### config.mk
export PLATFORM = sky130hd
export DESIGN_NAME = ins_fetch
export DESIGN_NICKNAME = d
export VERILOG_FILES = /design/src/rtl/ins_fetch.sv
export SDC_FILE = /design/constraint.sdc
export NUM_CORES = 1
export LEC_CHECK = 0
export ABC_AREA = 1
export BUFFER_PORTS_ARGS = -buffer_cell sky130_fd_sc_hd__buf_2
export CORE_ASPECT_RATIO = 1.1
export CORE_MARGIN = 3
export CORE_UTILIZATION = 25
export DETAILED_ROUTE_END_ITERATION = 10
export SETUP_SLACK_MARGIN = 0.3
export SYNTH_ARGS = -nofsm -noshare
export SYNTH_HDL_FRONTEND = slang
export SYNTH_SLANG_ARGS = --single-unit
### constraint.sdc
create_clock -name clk -period 6.55 [get_ports clk]
set_input_delay 0.3275 -clock clk [delete_from_list [all_inputs] [get_ports clk]]
set_output_delay 0.3275 -clock clk [all_outputs]
set_load 0.01 [all_outputs]
### src/rtl/ins_fetch.sv
// ins_fetch: instruction fetch unit with a 2-entry {ins, pc, adel} FIFO
// feeding the control decoder, a one-outstanding-request memory port and
// redirect handling (IDLE / WAIT / FLUSH).
// Optional feature: define IFETCH_ADEL_EN to report misaligned redirect
// targets as an address-error entry instead of silently aligning them.
module ins_fetch #(
  parameter logic [31:0] RESET_PC = 32'h0000_3000
) (
  input  logic        clk,
  input  logic        reset,
  output logic        imem_req,
  output logic [31:0] imem_addr,
  input  logic        imem_ack,
  input  logic [31:0] imem_rdata,
  output logic [31:0] ins,
  output logic        ins_valid,
  input  logic        ins_ready,
  output logic [31:0] pc_out,
  output logic        ins_adel,
  input  logic        redirect,
  input  logic [31:0] redirect_pc
);

  typedef enum logic [1:0] {IDLE, WAIT, FLUSH} state_t;

  state_t      state, state_nx;
  logic [31:0] fetch_pc, fetch_pc_nx;
  logic [31:0] addr_nx;
  logic        halt, halt_nx;

  // Redirect target as seen by the fetch logic, and whether it is misaligned
  logic [31:0] rpc;
  logic        rpc_bad;

  // FIFO storage and control
  logic [31:0] ins_q [2];
  logic [31:0] pc_q  [2];
  logic        rd_ptr, wr_ptr, wr_slot;
  logic [1:0]  count, cnt_pop, cnt_push;
  logic        push, pop, flush;
  logic [31:0] push_ins, push_pc;

`ifdef IFETCH_ADEL_EN
  logic [1:0]  adel_q;
  assign rpc     = redirect_pc;
  assign rpc_bad = |redirect_pc[1:0];
`else
  assign rpc     = redirect_pc & 32'hFFFF_FFFC;
  assign rpc_bad = 1'b0;
`endif

  assign imem_req  = (state == WAIT) || (state == FLUSH);
  assign ins_valid = (count != 2'd0);
  assign ins       = ins_valid ? ins_q[rd_ptr] : 32'h0;
  assign pc_out    = ins_valid ? pc_q[rd_ptr]  : 32'h0;
`ifdef IFETCH_ADEL_EN
  assign ins_adel  = ins_valid & adel_q[rd_ptr];
`else
  assign ins_adel  = 1'b0;
`endif

  // A redirect flushes the FIFO, so a pop in that cycle is dropped
  assign pop      = ins_valid && ins_ready && !redirect;
  assign cnt_pop  = count - {1'b0, pop};
  assign cnt_push = count + 2'd1 - {1'b0, pop};
  // After a flush the only possible push (address-error entry) lands in slot 0
  assign wr_slot  = flush ? 1'b0 : wr_ptr;

  // Next-state, next fetch address and FIFO push/flush decisions
  always_comb begin
    state_nx    = state;
    fetch_pc_nx = fetch_pc;
    addr_nx     = imem_addr;
    halt_nx     = halt;
    push        = 1'b0;
    flush       = 1'b0;
    push_ins    = imem_rdata;
    push_pc     = imem_addr;
    if (redirect) begin
      flush       = 1'b1;
      fetch_pc_nx = rpc;
      halt_nx     = rpc_bad;
      if (rpc_bad) begin
        // Address-error entry is synthesised locally, no memory access
        push     = 1'b1;
        push_ins = 32'h0;
        push_pc  = rpc;
      end
      case (state)
        WAIT, FLUSH: begin
          if (imem_ack) begin
            // Outstanding response is discarded; port is free again
            state_nx = rpc_bad ? IDLE : WAIT;
            addr_nx  = rpc;
          end else begin
            // Old request must complete before the new one may issue
            state_nx = FLUSH;
          end
        end
        default: begin
          state_nx = rpc_bad ? IDLE : WAIT;
          addr_nx  = rpc;
        end
      endcase
    end else begin
      case (state)
        WAIT: begin
          if (imem_ack) begin
            push        = 1'b1;
            fetch_pc_nx = fetch_pc + 32'd4;
            if (cnt_push < 2'd2) begin
              addr_nx = fetch_pc + 32'd4;
            end else begin
              state_nx = IDLE;
            end
          end
        end
        FLUSH: begin
          if (imem_ack) begin
            state_nx = halt ? IDLE : WAIT;
            addr_nx  = fetch_pc;
          end
        end
        default: begin
          if (!halt && (cnt_pop < 2'd2)) begin
            state_nx = WAIT;
            addr_nx  = fetch_pc;
          end
        end
      endcase
    end
  end

  // FSM state, fetch address and request address registers
  always_ff @(posedge clk) begin
    if (reset) begin
      state     <= IDLE;
      fetch_pc  <= RESET_PC;
      imem_addr <= 32'h0;
      halt      <= 1'b0;
    end else begin
      state     <= state_nx;
      fetch_pc  <= fetch_pc_nx;
      imem_addr <= addr_nx;
      halt      <= halt_nx;
    end
  end

  // FIFO pointers and occupancy
  always_ff @(posedge clk) begin
    if (reset) begin
      rd_ptr <= 1'b0;
      wr_ptr <= 1'b0;
      count  <= 2'd0;
    end else if (flush) begin
      rd_ptr <= 1'b0;
      wr_ptr <= push;
      count  <= {1'b0, push};
    end else begin
      if (push) wr_ptr <= ~wr_ptr;
      if (pop)  rd_ptr <= ~rd_ptr;
      count <= count + {1'b0, push} - {1'b0, pop};
    end
  end

  // FIFO payload; outputs are masked while empty so no data reset is needed
  always_ff @(posedge clk) begin
    if (push) begin
      ins_q[wr_slot] <= push_ins;
      pc_q[wr_slot]  <= push_pc;
`ifdef IFETCH_ADEL_EN
      adel_q[wr_slot] <= redirect;
`endif
    end
  end

endmodule

==> results of run 1 <==
==> kinds of logic (layout without fill, tap and decap cells) <==
| kind of cell | Yosys count | after routing |
|---|---|---|
| flops | 191 | 191 |
| simple gates | 540 | 540 |
| xor+xnor | 10 | 10 |
| buf+inv | 132 | 285 |
| other cells | 1 | 5 |
| fa+ha+maj | 4 | 4 |
| compound gates | 161 | 161 |
==> worst paths after layout <==
| path | from | endpoint | cells past startpoint |
|---|---|---|---|
| max | state[1]$_SDFFE_PP0P_ | count[1]$_SDFF_PP0_ | 12 |
| min | imem_rdata[15] | ins_q[0][15]$_DFFE_PP_ | 1 |
| max reg2reg | state[1]$_SDFFE_PP0P_ | count[1]$_SDFF_PP0_ | 12 |
| min reg2reg | rd_ptr$_SDFFE_PP0P_ | register | 2 |
==> state kept, by name, summed over array words and instances, names as in the netlist, named ones only <==
| signal | flops |
|---|---|
| ins_q | 64 |
| pc_q | 60 |
| fetch_pc | 30 |
| imem_addr | 30 |
| count | 2 |
| state | 2 |
| rd_ptr | 1 |
| wr_ptr | 1 |
==> cells in the final DEF, fill, tap and decap left out, drive strengths merged, types with 3 or more instances in the layout <==
cell type	netlist	routed
clkinv	1	4
clkbuf	30	24
o21ai	26	26
o211ai	3	3
nand3	51	51
ha	4	4
edfxtp	124	124
buf	19	170
nor2	117	117
nand2	366	366
a31oi	11	11
xnor2	5	5
a21oi	97	97
a21boi	18	18
xor2	5	5
dfxtp	67	67
inv	82	86
conb	1	5
==> metrics by stage <==
step	util (%)	instances	total power [mW]	hold WS, ns
final	30.9	1634	2.75	0.0920
after global routing	30.9	1634	2.87	0.0633
after floorplan	-	1043	1.59	0.426
after detailed placement	29.1	1602	1.71	0.460
after global placement	29.1	1602	1.70	0.462
after CTS	30.9	1634	2.78	0.0576
==> power by group through the flow <==
stage,registers [mW],logic (mW),clock network (mW)
3_3_place_gp,1.41,0.287,0
2_1_floorplan,1.41,0.176,0
4_1_cts,1.39,0.291,1.10
5_1_grt,1.40,0.325,1.14
6_report,1.39,0.288,1.07
3_5_place_dp,1.42,0.290,0
==> critical path, stage by stage, from the launching register on <==
cell,delay (ns)
dfxtp_1,0.36
inv_1,0.05
ha_1,0.21
nor2_2,0.11
buf_4,0.34
inv_2,0.11
nand2_1,0.55
nand2_1,0.17
o21ai_0,0.11
ha_1,0.18
xor2_1,0.18
xor2_1,0.18
nor3_1,0.06
==> cell type report <==
class	count	share of cell area [%]
flip-flops and latches	191	47.6
well taps	438	5.15
clock inverters	8	0.717
repair buffers	170	8.22
inverters	83	2.95
multi-input cells	720	30.3
clock buffers	24	5.12
==> layer usage <==
metal  global-route usage, %  vias up  wire [um]
met4                    3.81        0        391
li1                        -     3675          -
met5                       0        -          0
met3                    2.96       21       1470
met2                    21.8      220      11900
met1                    16.7     3329      11300
==> flow_summary.toml, run 1 <==
[outcome]
status = "finished clean"

[yosys]
synth_top_family_by_area = "simple AND/OR/NAND/NOR gates"
synth.top_cell.area_share_pct = 42.2
synth_most_common_cell = "nand2_1"
synthTopCellsByCount = "nand2_1, edfxtp_1, nor2_1"
synth_xor_area_share_pct = 0.992
synthSimpleGateAreaFrac_pct = 24.5
synth_cell_types = 38
yosys_register_bits = 191
synthArstFlopShare_pct = 0
yosys_warnings = 0
netlist_instances = 1039
yosysTopAreaCell = "edfxtp_1"
synth_area_leaders = "edfxtp_1, nand2_1, dfxtp_1"
synthFlopType = "edfxtp_1"
synth-edff-count = 124
yosys.area_share.adder_pct = 0.567
synth_area_per_cell_um2 = 8.49
synth_compound_area_share_pct = 10.1
synthMuxAreaShare_pct = 0
yosysSeqAreaShare_pct = 57.4
synthesis.area_mm2 = 0.00882

[critical_path]
crit_required_ns = 6.84
arrival_ns = 3.03
reg2reg_slack_ns = 3.80
crit_type = "reg2reg"
worstPathMaxFanout = 29
worst_setup_path_end_kind = "register"
startpoint_type = "register"

[timing]
fin_crit_sh_pct = 41.9
clock_skew_ns = 0.0204
drv_slew = 0
maxSlewHeadroom_pct = 24.1
hold_viol_final = 0
tightest_slew_ns = 1.14
grt_setup_unrepaired = "no"
fin_crit_ns = 2.75
setup_ws_ns = 3.80
final-setup-viol-count = 0
fmax_mhz = 364
tns_ns = 0

[floorplan]
rows = 71
core_area_mm2 = 0.0345
dieHeight_um = 203
initial_core_util_pct = 25.6
die_x_um = 185
io_pins = 168
dieArea_mm2 = 0.0376

[placed_design]
hpwl_um = 17200
place.gp.congestion = 0.898
dp_slack_ns = 3.41
io_buffers = 160
dpl_cell_area_mm2 = 0.0100

[final_layout]
seq_area_mm2 = 0.00507
area_growth_pct = 20.7
layout-drive-gt1-share_pct = 18.6
nets = 1256
diodes = 0
fillCellCount = 3662
finish.instance_area_mm2 = 0.0107
multi_input_area_mm2 = 0.00323

[routing]
wire_per_inst_um = 15.3
routed-via-count = 7245
viasPerCell = 4.43
totalWireLength_um = 25100
antenna_left = 0
drcViolationCount = 0
dr.pass1.iters = 5
drtIter0Drc = 594

[power_and_ir_drop]
seqPwrFrac_pct = 50.5
power_frac_clock_pct = 39.0
powerDensity_mw_per_mm2 = 258
power_frac_comb_pct = 10.5
leakage_nw = 4.47
p_sw_mw = 0.697
p_int_mw = 2.05
switching_share_pct = 25.4
vdd_drop_max_v = 0.000156

[global_route]
antenna_found_initial = 0
grt.total_usage_pct = 13.0
overflow = 0
grt_pass1_wl_um = 37700
grt_pass1_vias = 6787
grt_max_degree = 63

[clocking]
clock-sinks = 191
htreeDepth = 4
clk_latency_ns = 0.43
clockBufferDepth = 2
cts.root.buffer_cell = "clkbuf_16"
cts-buffers-inserted = 17
clk_pin_slew_worst_paths_ns = 0.08
cts_setup_buffers = 0
cts_tree = "done"
hold_buffers = 0
post_cts_resized = 0

[job]
drv_cap = 0

[worst_hold_path]
hold_class = "in2reg"
(Power assumes the default switching activity.)
==> run 2: changes to the inputs <==
Clock period 6.55 ns to 2.5 ns, I/O delays scaled along.
==> run 2 against run 1 <==
Via count up 1.5%. First-iteration DRC count down 25%. Sequential cell count unchanged. Register-to-register slack worse by 3.3 ns. Largest power group unchanged. Combinational power rose to 2.9 times the previous value. Utilization up 1.6 points.
==> flow_summary.toml, run 2 (synthesis results as in run 1) <==
[critical_path]
r2r-end = "imem_addr[24]$_SDFFE_PP0P_"
critPathBufInv = 4
path_cells = "inv_1 -> nand2_2 -> inv_4 -> buf_4 -> a21oi_1 -> buf_2"
crit_slowest_cell = "dfxtp_1"
startpoint_type = "register"
crit_required_ns = 2.38
worstPathMaxFanout = 27
cpPeakStageDelay_ns = 0.34
crit_type = "reg2out"
critPathTopFamily = "buffers and inverters"
worst_setup_path_end_kind = "output port"
arrival_ns = 1.88
reg2reg_slack_ns = 0.51
r2r-start = "fetch_pc[2]$_SDFFE_PP0P_"
reg2reg_depth = 10
crit_start = "count[0]$_SDFF_PP0_"

[floorplan]
dieHeight_um = 203
die_x_um = 185
core_area_mm2 = 0.0345
io_pins = 168
dieArea_mm2 = 0.0376
initial_core_util_pct = 25.6
rows = 71

[power_and_ir_drop]
powerDensity_mw_per_mm2 = 644
p_sw_mw = 1.88
power_frac_clock_pct = 38.1
power_frac_comb_pct = 11.5
vdd_drop_max_v = 0.000379
seqPwrFrac_pct = 50.4
p_int_mw = 5.33
leakage_nw = 4.68
switching_share_pct = 26.0

[clocking]
cts_tree = "done"
cts.root.buffer_cell = "clkbuf_16"
clockBufferDepth = 2
htreeDepth = 4
clock-sinks = 191
clk_pin_slew_worst_paths_ns = 0.08
cts-buffers-inserted = 17
clk_latency_ns = 0.44

[timing]
drv_slew = 0
final-setup-viol-count = 0
grt_setup_unrepaired = "no"
fmax_mhz = 499
fin_crit_sh_pct = 80.2
whs_ns = 0.0260
hold_viol_final = 0
tightest_slew_ns = 0.517
fin_crit_ns = 2.01
clock_skew_ns = 0.0190
tns_ns = 0
maxSlewHeadroom_pct = 65.3

[routing]
routed-via-count = 7351
totalWireLength_um = 25000
viasPerCell = 4.37
wire_per_inst_um = 14.8
dr.pass1.iters = 6
drcViolationCount = 0
drtIter0Drc = 445
antenna_left = 0

[worst_hold_path]
min_to = "fetch_pc[15]$_SDFFE_PP0P_"
worst_hold_startpoint = "redirect_pc[15]"
hold_class = "in2reg"
hold_depth = 5

[global_route]
grt_pass1_wl_um = 38100
antenna_found_initial = 0
grt_pass1_vias = 7007
grt.total_usage_pct = 13.1
grt_max_degree = 48
overflow = 0

[final_layout]
largestRegisters = "ins_q: 64 flops, pc_q: 60 flops"
top_register = "ins_q"
diodes = 0
final_common_cell = "nand2_1"
nets = 1306
area_growth_pct = 26.8
layout-drive-gt1-share_pct = 19.1
fillCellCount = 3602
mostFrequentLayoutCells = "nand2_1, buf_2, edfxtp_1"
largest_reg_flops = 64
post-route-util_pct = 32.5

[placed_design]
place.gp.congestion = 0.881
io_buffers = 160
hpwl_um = 17400

[outcome]
status = "finished clean"

[job]
drv_cap = 0
run 2: cell types whose count changed in the layout (fill, tap and decap cells not counted), moves of 3 or more:
cell / delta
clkinvlp_4: +3
buf_12: +3
clkbuf_16: -3
buf_4: +4
clkbuf_8: -3
dlygate4sd3_1: +42
run 2: worst max-delay path by stage:
stage	slack, ns	to	depth (start not counted)
detailed placement	0.52	imem_addr[24]$_SDFFE_PP0P_	10
floorplan	0.27	ins_q[0][0]$_DFFE_PP_	6
CTS	0.33	pc_out[3]	5
finish	0.49	ins[12]	6
global route	0.33	pc_out[13]	6
global placement	0.52	imem_addr[24]$_SDFFE_PP0P_	10
run 2: final cells by class:
| cell class | count | area (um2) | share of cell area (%) |
|---|---|---|---|
| well taps | 438 | 548 | 4.90 |
| repair buffers | 220 | 1400 | 12.5 |
| inverters | 83 | 319 | 2.85 |
| multi-input cells | 720 | 3250 | 29.1 |
| flip-flops and latches | 191 | 5070 | 45.3 |
| clock buffers | 17 | 425 | 3.80 |
| clock inverters | 15 | 178 | 1.59 |
run 2: power by group through the flow:
stage / logic [mW] / clock network (mW) / registers, mW
floorplan: 0.469 / 0 / 3.69
global placement: 0.775 / 0 / 3.70
detailed placement: 0.784 / 0 / 3.71
CTS: 0.839 / 2.82 / 3.64
global route: 0.933 / 2.96 / 3.65
finish: 0.827 / 2.75 / 3.63
run 2: what timing repair did:
item / 4_1_cts / 5_1_grt
hold endpoints to repair: 74 / 0
setup buffers: 0 / 0
setup endpoints to repair: 35 / 20
hold buffers: 42 / 0
cloned: 0 / 0
resized for setup: 2 / 4
run 2: layer usage:
| layer | global-route usage [%] | share of wire, % | vias to the layer above | wire length [um] |
|---|---|---|---|---|
| li1 | - | - | 3770 | - |
| met1 | 17.2 | 46 | 3362 | 11500 |
| met2 | 22.1 | 48 | 199 | 12000 |
| met3 | 2.53 | 4.7 | 20 | 1180 |
| met4 | 3.35 | 1.1 | 0 | 272 |
| met5 | 0 | 0 | - | 0 |
run 2: metrics by stage:
stage	setup slack [ns]	instances	area (um2)	power (mW)
after floorplan	0.272	1043	8880	4.16
after global placement	0.518	1610	10200	4.48
after detailed placement	0.523	1610	10200	4.49
after CTS	0.333	1684	11200	7.29
after global routing	0.329	1684	11200	7.55
final	0.494	1684	11200	7.21
run 2: tightest hold or removal path, stage by stage:
cell	delay, ns
buf_2	0.07
nand2_1	0.06
nand2_1	0.07
a21oi_1	0.03
nor2_1	0.07
